===== src/rtl/led_pattern_driver.sv =====
// LED pin driver for the vending-machine LED state machine: static codes go straight to the
// active-low pins, and flow codes run a timed single or bounce animation.
module led_pattern_driver #(
    parameter int STEP_CYCLES = 25_000_000,  // clocks per flow position, >= 2
    parameter int FLOW_STEPS  = 20           // positions per flow run, >= 1
) (
    input  logic       clk,
    input  logic       rst_n,
    input  logic [5:0] led_code,
    output logic [3:0] led,
    output logic       flow_busy,
    output logic       flow_done
);

    localparam int CNT_W = $clog2(STEP_CYCLES);
    localparam int IDX_W = $clog2(FLOW_STEPS + 1);

    localparam logic [CNT_W-1:0] CNT_LAST    = CNT_W'(STEP_CYCLES - 1);
    localparam logic [IDX_W-1:0] IDX_LAST    = IDX_W'(FLOW_STEPS - 1);
    localparam logic [5:0]       CODE_SINGLE = 6'b01_0000;
    localparam logic [5:0]       CODE_BOUNCE = 6'b10_0000;
    localparam logic [5:0]       CODE_RESET  = 6'b00_1111;
    localparam logic [3:0]       LED_OFF     = 4'b1111;
    localparam logic [3:0]       LED_FIRST   = 4'b1110;

    typedef enum logic [1:0] {
        ST_STATIC,
        ST_SINGLE,
        ST_BOUNCE,
        ST_HOLD
    } state_e;

    typedef enum logic {
        DIR_UP,
        DIR_DOWN
    } dir_e;

    state_e           state_q, state_d;
    dir_e             dir_q,   dir_d;
    logic [5:0]       code_q,  code_d;
    logic [CNT_W-1:0] cnt_q,   cnt_d;
    logic [IDX_W-1:0] idx_q,   idx_d;
    logic [1:0]       pos_q,   pos_d;
    logic [3:0]       led_q,   led_d;
    logic             busy_q,  busy_d;
    logic             done_q,  done_d;

    // NOTE: every variable gets its hold value first so no path through this block infers a latch.
    always_comb begin
        state_d = state_q;
        dir_d   = dir_q;
        code_d  = code_q;
        cnt_d   = cnt_q;
        idx_d   = idx_q;
        pos_d   = pos_q;
        led_d   = led_q;
        busy_d  = busy_q;
        done_d  = 1'b0;

        if (led_code != code_q) begin
            // A code change always wins, even over the final step of a running flow.
            code_d = led_code;
            cnt_d  = '0;
            idx_d  = '0;
            pos_d  = 2'd0;
            dir_d  = DIR_UP;
            if (led_code[5:4] == 2'b00) begin
                state_d = ST_STATIC;
                led_d   = led_code[3:0];
                busy_d  = 1'b0;
            end else if (led_code == CODE_SINGLE) begin
                state_d = ST_SINGLE;
                led_d   = LED_FIRST;
                busy_d  = 1'b1;
            end else if (led_code == CODE_BOUNCE) begin
                state_d = ST_BOUNCE;
                led_d   = LED_FIRST;
                busy_d  = 1'b1;
            end else begin
                state_d = ST_STATIC;
                led_d   = LED_OFF;
                busy_d  = 1'b0;
            end
        end else if (state_q == ST_SINGLE || state_q == ST_BOUNCE) begin
            if (cnt_q == CNT_LAST) begin
                cnt_d = '0;
                if (idx_q == IDX_LAST) begin
                    state_d = ST_HOLD;
                    led_d   = LED_OFF;
                    busy_d  = 1'b0;
                    done_d  = 1'b1;
                end else begin
                    idx_d = idx_q + 1'b1;
                    if (state_q == ST_SINGLE) begin
                        pos_d = pos_q + 2'd1;
                    end else if (dir_q == DIR_UP) begin
                        if (pos_q == 2'd3) begin
                            pos_d = 2'd2;
                            dir_d = DIR_DOWN;
                        end else begin
                            pos_d = pos_q + 2'd1;
                        end
                    end else begin
                        if (pos_q == 2'd0) begin
                            pos_d = 2'd1;
                            dir_d = DIR_UP;
                        end else begin
                            pos_d = pos_q - 2'd1;
                        end
                    end
                    led_d = ~(4'b0001 << pos_d);
                end
            end else begin
                cnt_d = cnt_q + 1'b1;
            end
        end
    end

    // NOTE: sequential state uses non-blocking assignments so every register samples the same pre-edge values.
    always_ff @(posedge clk or negedge rst_n) begin
        if (!rst_n) begin
            state_q <= ST_STATIC;
            dir_q   <= DIR_UP;
            code_q  <= CODE_RESET;
            cnt_q   <= '0;
            idx_q   <= '0;
            pos_q   <= 2'd0;
            led_q   <= LED_OFF;
            busy_q  <= 1'b0;
            done_q  <= 1'b0;
        end else begin
            state_q <= state_d;
            dir_q   <= dir_d;
            code_q  <= code_d;
            cnt_q   <= cnt_d;
            idx_q   <= idx_d;
            pos_q   <= pos_d;
            led_q   <= led_d;
            busy_q  <= busy_d;
            done_q  <= done_d;
        end
    end

    assign led       = led_q;
    assign flow_busy = busy_q;
    assign flow_done = done_q;

endmodule

===== config.mk =====
export PLATFORM = sky130hd
export DESIGN_NAME = led_pattern_driver
export DESIGN_NICKNAME = d
export VERILOG_FILES = /design/src/rtl/led_pattern_driver.sv
export SDC_FILE = /design/constraint.sdc
export NUM_CORES = 1
export LEC_CHECK = 0
export CORE_ASPECT_RATIO = 0.6
export CORE_MARGIN = 2
export CORE_UTILIZATION = 48
export CTS_CLUSTER_DIAMETER = 200
export DETAILED_ROUTE_END_ITERATION = 12
export PLACE_DENSITY = 0.64
export SYNTH_ARGS = -nofsm -noshare
export SYNTH_HDL_FRONTEND = slang
export SYNTH_SLANG_ARGS = --single-unit
export TNS_END_PERCENT = 100

===== constraint.sdc =====
create_clock -name clk -period 2.83 [get_ports clk]
set_clock_uncertainty 0.2 [all_clocks]
set_input_delay 0.566 -clock clk [delete_from_list [all_inputs] [get_ports clk]]
set_output_delay 0.566 -clock clk [all_outputs]
set_load 0.05 [all_outputs]

Word-level counts from Yosys, hierarchy flattened
Index checks and enable logic that the tools add are counted.

Register bits after elaboration: 47. Output and inout port bits: 6. Word-level logic and storage cells: 87. Input port bits: 8.

$add $sub $neg: 4. Reduce and logical (&&, ||, !) cells: 10. Multiplexer cells: 52. Bitwise logic cells: 1. Equal/unequal tests: 10. Shifts and indexed selects: 1.

Operators with widths (number): $mux 25 (3); $mux 2 (19); $add 25x1->25 const B (1); $eq 25x25->1 const B (1); $mux 1 (21); $mux 4 (5); $mux 5 (4); $eq 6x5->1 const B (1); $eq 6x6->1 const B (1); $ne 6x6->1 (1); $reduce_and 3->1 (2); $reduce_bool 2->1 (3); $add 5x1->5 const B (1); $eq 5x5->1 const B (1); $eq 2x2->1 const B (2); $logic_not 2->1 (2); $ne 2x2->1 const B (2); $not 4->4 (1); $reduce_and 4->1 (1); $shl 1x2->4 const A (1); $add 2x1->2 const B (1); $eq 2x1->1 const B (1); $reduce_and 2->1 (1); $sub 2x1->2 const B (1); $logic_or 1x1->1 (1).

Depth between registers and ports, before layout
Gate-level depths: netlist of run 1.

Depth in word-level cells: 14. Depth in mapped cells: 8. Depth with buffers taken out: 7.

Worst setup path after synthesis of run 1
Ideal clock, no wire load.

Kind: register to register. From: register cnt_q[9]. To: register idx_q[3]. Arrival time: 2.032 ns. Cell stages (with the launch flop): 7. Library setup time: 0.077 ns. Required time: 2.553 ns. Setup slack: 0.521 ns. Path buffers: 1. Cells stage by stage: dfrtp_1 or4_4 nor4_4 buf_6 nand3_2 or4_1 a21oi_1.

Cells in the longest elaborated chain, start to end: 3.

Ends and longest elaborated chain: start: declaration (line 41) `logic [CNT_W-1:0] cnt_q, cnt_d;`; start signal: assignment (line 135) `cnt_q <= cnt_d;`; $eq 25x25->1 (line 85) `if (cnt_q == CNT_LAST) begin`; $reduce_bool 2->1 (no line); $reduce_and 3->1 (no line); end signal: assignment (line 136) `idx_q <= idx_d;`; end: declaration (line 42) `logic [IDX_W-1:0] idx_q, idx_d;`.

Every way passes these cells. A chain may end at the register's enable or synchronous reset.

Final worst setup path of run 1
From: register cnt_q[9]. To: register idx_q[4].

The elaborated chain is that of the path after synthesis.

==> results of run 1 <==
-- state kept, by name, summed over array words and instances, names as in the netlist --
signal     flops
idx_q          5
flow_done      1
led            4
state_q        2
flow_busy      1
cnt_q         25
pos_q          2
dir_q          1
code_q         6
-- cells by family (layout without fill, tap and decap cells) --
family / count (synthesis) / in the layout
AO/OA/AOI/OAI: 64 / 64
XOR/XNOR: 13 / 13
adder cells (fa/ha/maj): 6 / 6
buffers and inverters: 28 / 40
flip-flops: 47 / 47
multiplexers: 3 / 3
AND/OR/NAND/NOR: 128 / 128
-- how the worst max path moves through the flow --
stage / endpoint
after floorplan: idx_q[3]$_DFFE_PN0P_
after global placement: idx_q[4]$_DFFE_PN0P_
after detailed placement: state_q[0]$_DFFE_PN0P_
after CTS: idx_q[4]$_DFFE_PN0P_
after global routing: idx_q[4]$_DFFE_PN0P_
final: idx_q[4]$_DFFE_PN0P_
-- power groups by stage --
stage / registers [µW] / logic (µW) / clock network (µW)
2_1_floorplan: 713 / 37.6 / 0
3_3_place_gp: 702 / 91.7 / 0
3_5_place_dp: 702 / 92.7 / 0
4_1_cts: 689 / 93.1 / 604
5_1_grt: 690 / 102 / 643
6_report: 689 / 91.9 / 591
-- Yosys cell counts (all sizes together) (7+ instances only) --
cell	n	area, µm²
buf	7	52.5
nand2	29	109
a31oi	8	50.1
o21ai	12	60.1
inv	7	26.3
nand4	9	62.6
nor4	9	92.6
dfstp	8	210
clkbuf	14	52.6
nor3	7	57.6
nor2	20	75.1
xor2	10	87.6
a21oi	18	90.1
nand3	14	75.1
or3	7	43.8
dfrtp	39	976
-- final cells by class --
| cell class | count | area [µm²] |
|---|---|---|
| tap | 69 | 86.3 |
| inverter | 7 | 26.3 |
| fill | 494 | 2470 |
| clock inverter | 3 | 67.6 |
| sequential | 47 | 1190 |
| timing repair buffer | 25 | 215 |
| multi-input combinational | 214 | 1400 |
| clock buffer | 5 | 68.8 |
-- through the flow --
stage	power (µW)	util	hold WS, ns
after floorplan	751	-	0.0704
after global placement	793	0.527	0.291
after detailed placement	794	0.527	0.290
after CTS	1390	0.552	0.170
after global routing	1430	0.552	0.206
final	1370	0.552	0.150
-- metal layers --
layer | vias up | routed length (µm) | global-route usage
li1 | 1079 | - | -
met1 | 1135 | 3350 | 0.356
met2 | 43 | 2590 | 0.276
met3 | 4 | 262 | 0.0405
met4 | 0 | 41 | 0.0507
met5 | - | 0 | 0
-- worst max-delay path, cell delays in order (launching register included) --
cell and delay, ns:
dfrtp_1 0.45, or4_4 0.55, nor4_4 0.39, buf_4 0.25
nand3_2 0.09, or4_1 0.48, a21oi_1 0.15
==> results.json, run 1 <==
{
  "cap_violations": 0,
  "n_antenna_cell": 0,
  "ir_drop_mv": 0.255,
  "final_max_slew_viol_count": 0,
  "fin_crit_sh": 0.927,
  "syn_area_um2": 2710,
  "cts_resized": 0,
  "die_w_um": 101,
  "synth_cells": 289,
  "rr_startpoint": "cnt_q[9]$_DFFE_PN0P_",
  "pwr-share-comb": 0.067,
  "antenna_found_initial": 0,
  "yosysWarnings": 0,
  "portBuffers": 13,
  "final_hold_viol_count": 0,
  "power.share.clock": 0.431,
  "synth_nets": 303,
  "ys_ff_latch": 47,
  "final_cell_area_um2": 3050,
  "p_seq_frac": 0.502,
  "synthMuxAreaShare": 0.0111,
  "worstPathArrival_ns": 2.65,
  "synth_edf_count": 0,
  "rsz0062_at_grt": "no",
  "clk_latency_ns": 0.31,
  "ant_nets": 0,
  "path_class": "reg2reg",
  "rows": 21,
  "grt_pass1_vias": 2018,
  "hold_class": "in2async",
  "final_common_cell": "dfrtp_1",
  "start_kind": "flop",
  "internal-power_uw": 1070,
  "yosys.area_share.simple": 0.284,
  "cts_buffer_depth": 2,
  "dp_cells": 362,
  "cts_buffers": 5,
  "ys_seq_area_frac": 0.437,
  "grt_pass1_wl_um": 10500,
  "post-cts-setup-buffers": 0,
  "initial_utilization": 0.492,
  "synth_xor_xnor_area_share": 0.0420,
  "worst_slack_ns": 0.206,
  "layout_common_cells": "dfrtp_1 (39), nand2_1 (29), nor2_1 (20), a21oi_1 (18), nand3_1 (13)",
  "overflow": 0,
  "hpwlAfterDp_um": 4330,
  "synth_cell_types": 54,
  "area_delta_synth_final_pct": 12.3,
  "holdBufCountCts": 0,
  "grt_max_degree": 48,
  "core_area_um2": 5520,
  "synth_compound_area_frac": 0.149,
  "leakage_uw": 0.00118,
  "ys.flop_type": "dfrtp_1",
  "cts_tree": "done",
  "r2r-end": "idx_q[4]$_DFFE_PN0P_",
  "cts_root_buf": "clkbuf_8",
  "powerDensity_nw_per_um2": 450,
  "vias": 2261,
  "post_drt_wl_per_cell_um": 16.9,
  "io_pins": 14,
  "status": "finished, final reports clean",
  "p_sw_frac": 0.222,
  "track_usage": 0.213,
  "crit_fanout": 9,
  "routed_wirelength_um": 6250,
  "synthAdderAreaFrac": 0.0277,
  "cts.sinks": 47,
  "die_h_um": 62.2,
  "synth_top_family_by_area": "simple AND/OR/NAND/NOR gates",
  "htree_num_levels": 2,
  "power.switching_uw": 305,
  "cp-end-kind": "flop",
  "drc": 0,
  "post_dp_cell_area_um2": 2910,
  "fin_crit_ns": 2.62,
  "stdcell_count": 370,
  "drive_above_1_share": 0.153,
  "syn_area_per_cell_um2": 9.39,
  "clk_pin_slew_ns": 0.09,
  "finalSetupViolCount": 0,
  "setup.worst_path.start": "cnt_q[9]$_DFFE_PN0P_",
  "cp_data_required_time_ns": 2.86,
  "fin_nets": 314,
  "vias_per_cell": 6.11,
  "drtIter0Drc": 166,
  "fp.dieArea_um2": 6290,
  "fmax_mhz": 381,
  "gp_congestion": 0.802,
  "worst_pin_slew_ns": 0.608,
  "max_slew_margin": 0.591,
  "rrSetupSlack_ns": 0.21,
  "setup_tns_ns": 0,
  "async_flop_share": 1.00,
  "place_ws_ns": 0.205,
  "dr.pass1.iters": 4,
  "reg2reg_depth": 6
}
Power figures use the tool's default switching activity.
==> run 2: changes to the inputs <==
--- a/config.mk
+++ b/config.mk
@@ -6,7 +6,6 @@
 export NUM_CORES = 1
 export LEC_CHECK = 0
 export CORE_ASPECT_RATIO = 0.6
-export CORE_MARGIN = 2
 export CORE_UTILIZATION = 48
 export CTS_CLUSTER_DIAMETER = 200
 export DETAILED_ROUTE_END_ITERATION = 12
==> run 2 against run 1 <==
  * Routed wire length up 3.5%
  * Non-clock buffer count up 7
  * Critical path type unchanged
  * Maximum frequency about the same
==> results.json, run 2 (synthesized netlist as in run 1, its figures left out) <==
{
  "clk_latency_ns": 0.30,
  "fmax_mhz": 381,
  "whs_ns": 0.143,
  "rrSetupSlack_ns": 0.21,
  "final_hold_viol_count": 0,
  "status": "finished, final reports clean",
  "grt_pass1_wl_um": 10400,
  "htree_num_levels": 2,
  "final_common_cell": "dfrtp_1",
  "overflow": 0,
  "reg_top3": "cnt_q (25), code_q (6), idx_q (5)",
  "place_ws_ns": 0.275,
  "setup_tns_ns": 0,
  "area_delta_synth_final_pct": 13.0,
  "drtIter0Drc": 168,
  "io_pins": 14,
  "cp-end-kind": "flop",
  "fin_crit_sh": 0.926,
  "drive_above_1_share": 0.172,
  "initial_utilization": 0.516,
  "path_cells": "ha_1, nand3_1, nor4_4, nand3_1, nor4_1, o22ai_1",
  "regMostFlops": "cnt_q",
  "fp.dieArea_um2": 5970,
  "powerDensity_nw_per_um2": 393,
  "cts_resized": 0,
  "multi_input_area_um2": 1400,
  "crit_path_frequent_cell": "nand3_1",
  "fin_util": 0.583,
  "n_fill_cell": 475,
  "cts_buffers": 5,
  "drc": 0,
  "dr.pass1.iters": 5,
  "cp_data_required_time_ns": 2.85,
  "antenna_found_initial": 0,
  "start_kind": "flop",
  "worst_pin_slew_ns": 0.600,
  "rows": 20,
  "fin_crit_ns": 2.62,
  "critPathMaxStageDelay_ns": 0.56,
  "portBuffers": 13,
  "ant_nets": 0,
  "grt_max_degree": 48,
  "core_area_um2": 5260,
  "routed_wirelength_um": 6470,
  "rsz0062_at_grt": "no",
  "largest_register_ffs": 25,
  "seq_area_um2": 1190,
  "leakage_uw": 0.00121,
  "cap_violations": 0,
  "stdcell_count": 374,
  "die_w_um": 99.1,
  "vias": 2203,
  "max_slew_margin": 0.600,
  "cts.sinks": 47,
  "final_max_slew_viol_count": 0,
  "cts_root_buf": "clkbuf_8",
  "holdBufCountCts": 0,
  "vias_per_cell": 5.89,
  "worst_slack_ns": 0.208,
  "post_drt_wl_per_cell_um": 17.3,
  "fin_nets": 321,
  "track_usage": 0.236,
  "gp_congestion": 0.783,
  "hpwlAfterDp_um": 4700,
  "die_h_um": 60.2,
  "cp_slowest_cell": "nor4_1",
  "n_antenna_cell": 0,
  "dp_cells": 366,
  "cts_buffer_depth": 2,
  "layout_common_cells": "dfrtp_1 (39), nand2_1 (29), nor2_1 (20), a21oi_1 (18), buf_4 (18)",
  "grt_pass1_vias": 1957,
  "crit_fanout": 8,
  "clk_pin_slew_ns": 0.10,
  "hold_class": "in2async",
  "ir_drop_mv": 0.231,
  "post-cts-setup-buffers": 0,
  "path_class": "reg2reg",
  "cts_tree": "done",
  "worstPathArrival_ns": 2.64,
  "finalSetupViolCount": 0
}
[run 2: layout make-up]
class / instances / share of cell area
multi-input combinational: 214 / 0.456
clock inverter: 3 / 0.00816
tap: 66 / 0.0269
inverter: 7 / 0.00857
sequential: 47 / 0.387
clock buffer: 5 / 0.0224
timing repair buffer: 32 / 0.0914
[run 2: metrics by stage]
| stage | cell area [µm²] | total power, µW |
|---|---|---|
| floorplan | 2710 | 751 |
| global placement | 2970 | 801 |
| detailed placement | 2970 | 800 |
| CTS | 3070 | 1230 |
| global route | 3070 | 1260 |
| finish | 3070 | 1210 |
[run 2: worst max-delay path: cells and delay by family (launching register included)]
family | cells | cell delay, ns
AOI/OAI and AO/OA | 1 | 0.15
adders and majority gates | 1 | 0.19
DFF | 1 | 0.43
and+or+nand+nor | 4 | 1.55
[run 2: per-layer routing]
metal  GRT usage  wire, µm
met5           0         0
met4      0.0252        13
met3      0.0550       418
met2       0.301      2370
met1       0.395      3660
[run 2: power breakdown]
group          internal [µW]  switching, µW
Clock                    177            242
Sequential               684           4.12
Combinational           34.5           64.2
Total                    896            310
[run 2: worst paths after layout]
check	from	to	cells after the start
worst max-delay path	cnt_q[0]$_DFFE_PN0P_	led[0]$_DFFE_PN1P_	6
worst min-delay path	rst_n	cnt_q[19]$_DFFE_PN0P_	2
worst max register to register	cnt_q[0]$_DFFE_PN0P_	led[0]$_DFFE_PN1P_	6
worst min register to register	state_q[0]$_DFFE_PN0P_	state_q[0]$_DFFE_PN0P_	1
max in group asynchronous	rst_n	cnt_q[2]$_DFFE_PN0P_	2
min in group clk	state_q[0]$_DFFE_PN0P_	state_q[0]$_DFFE_PN0P_	1
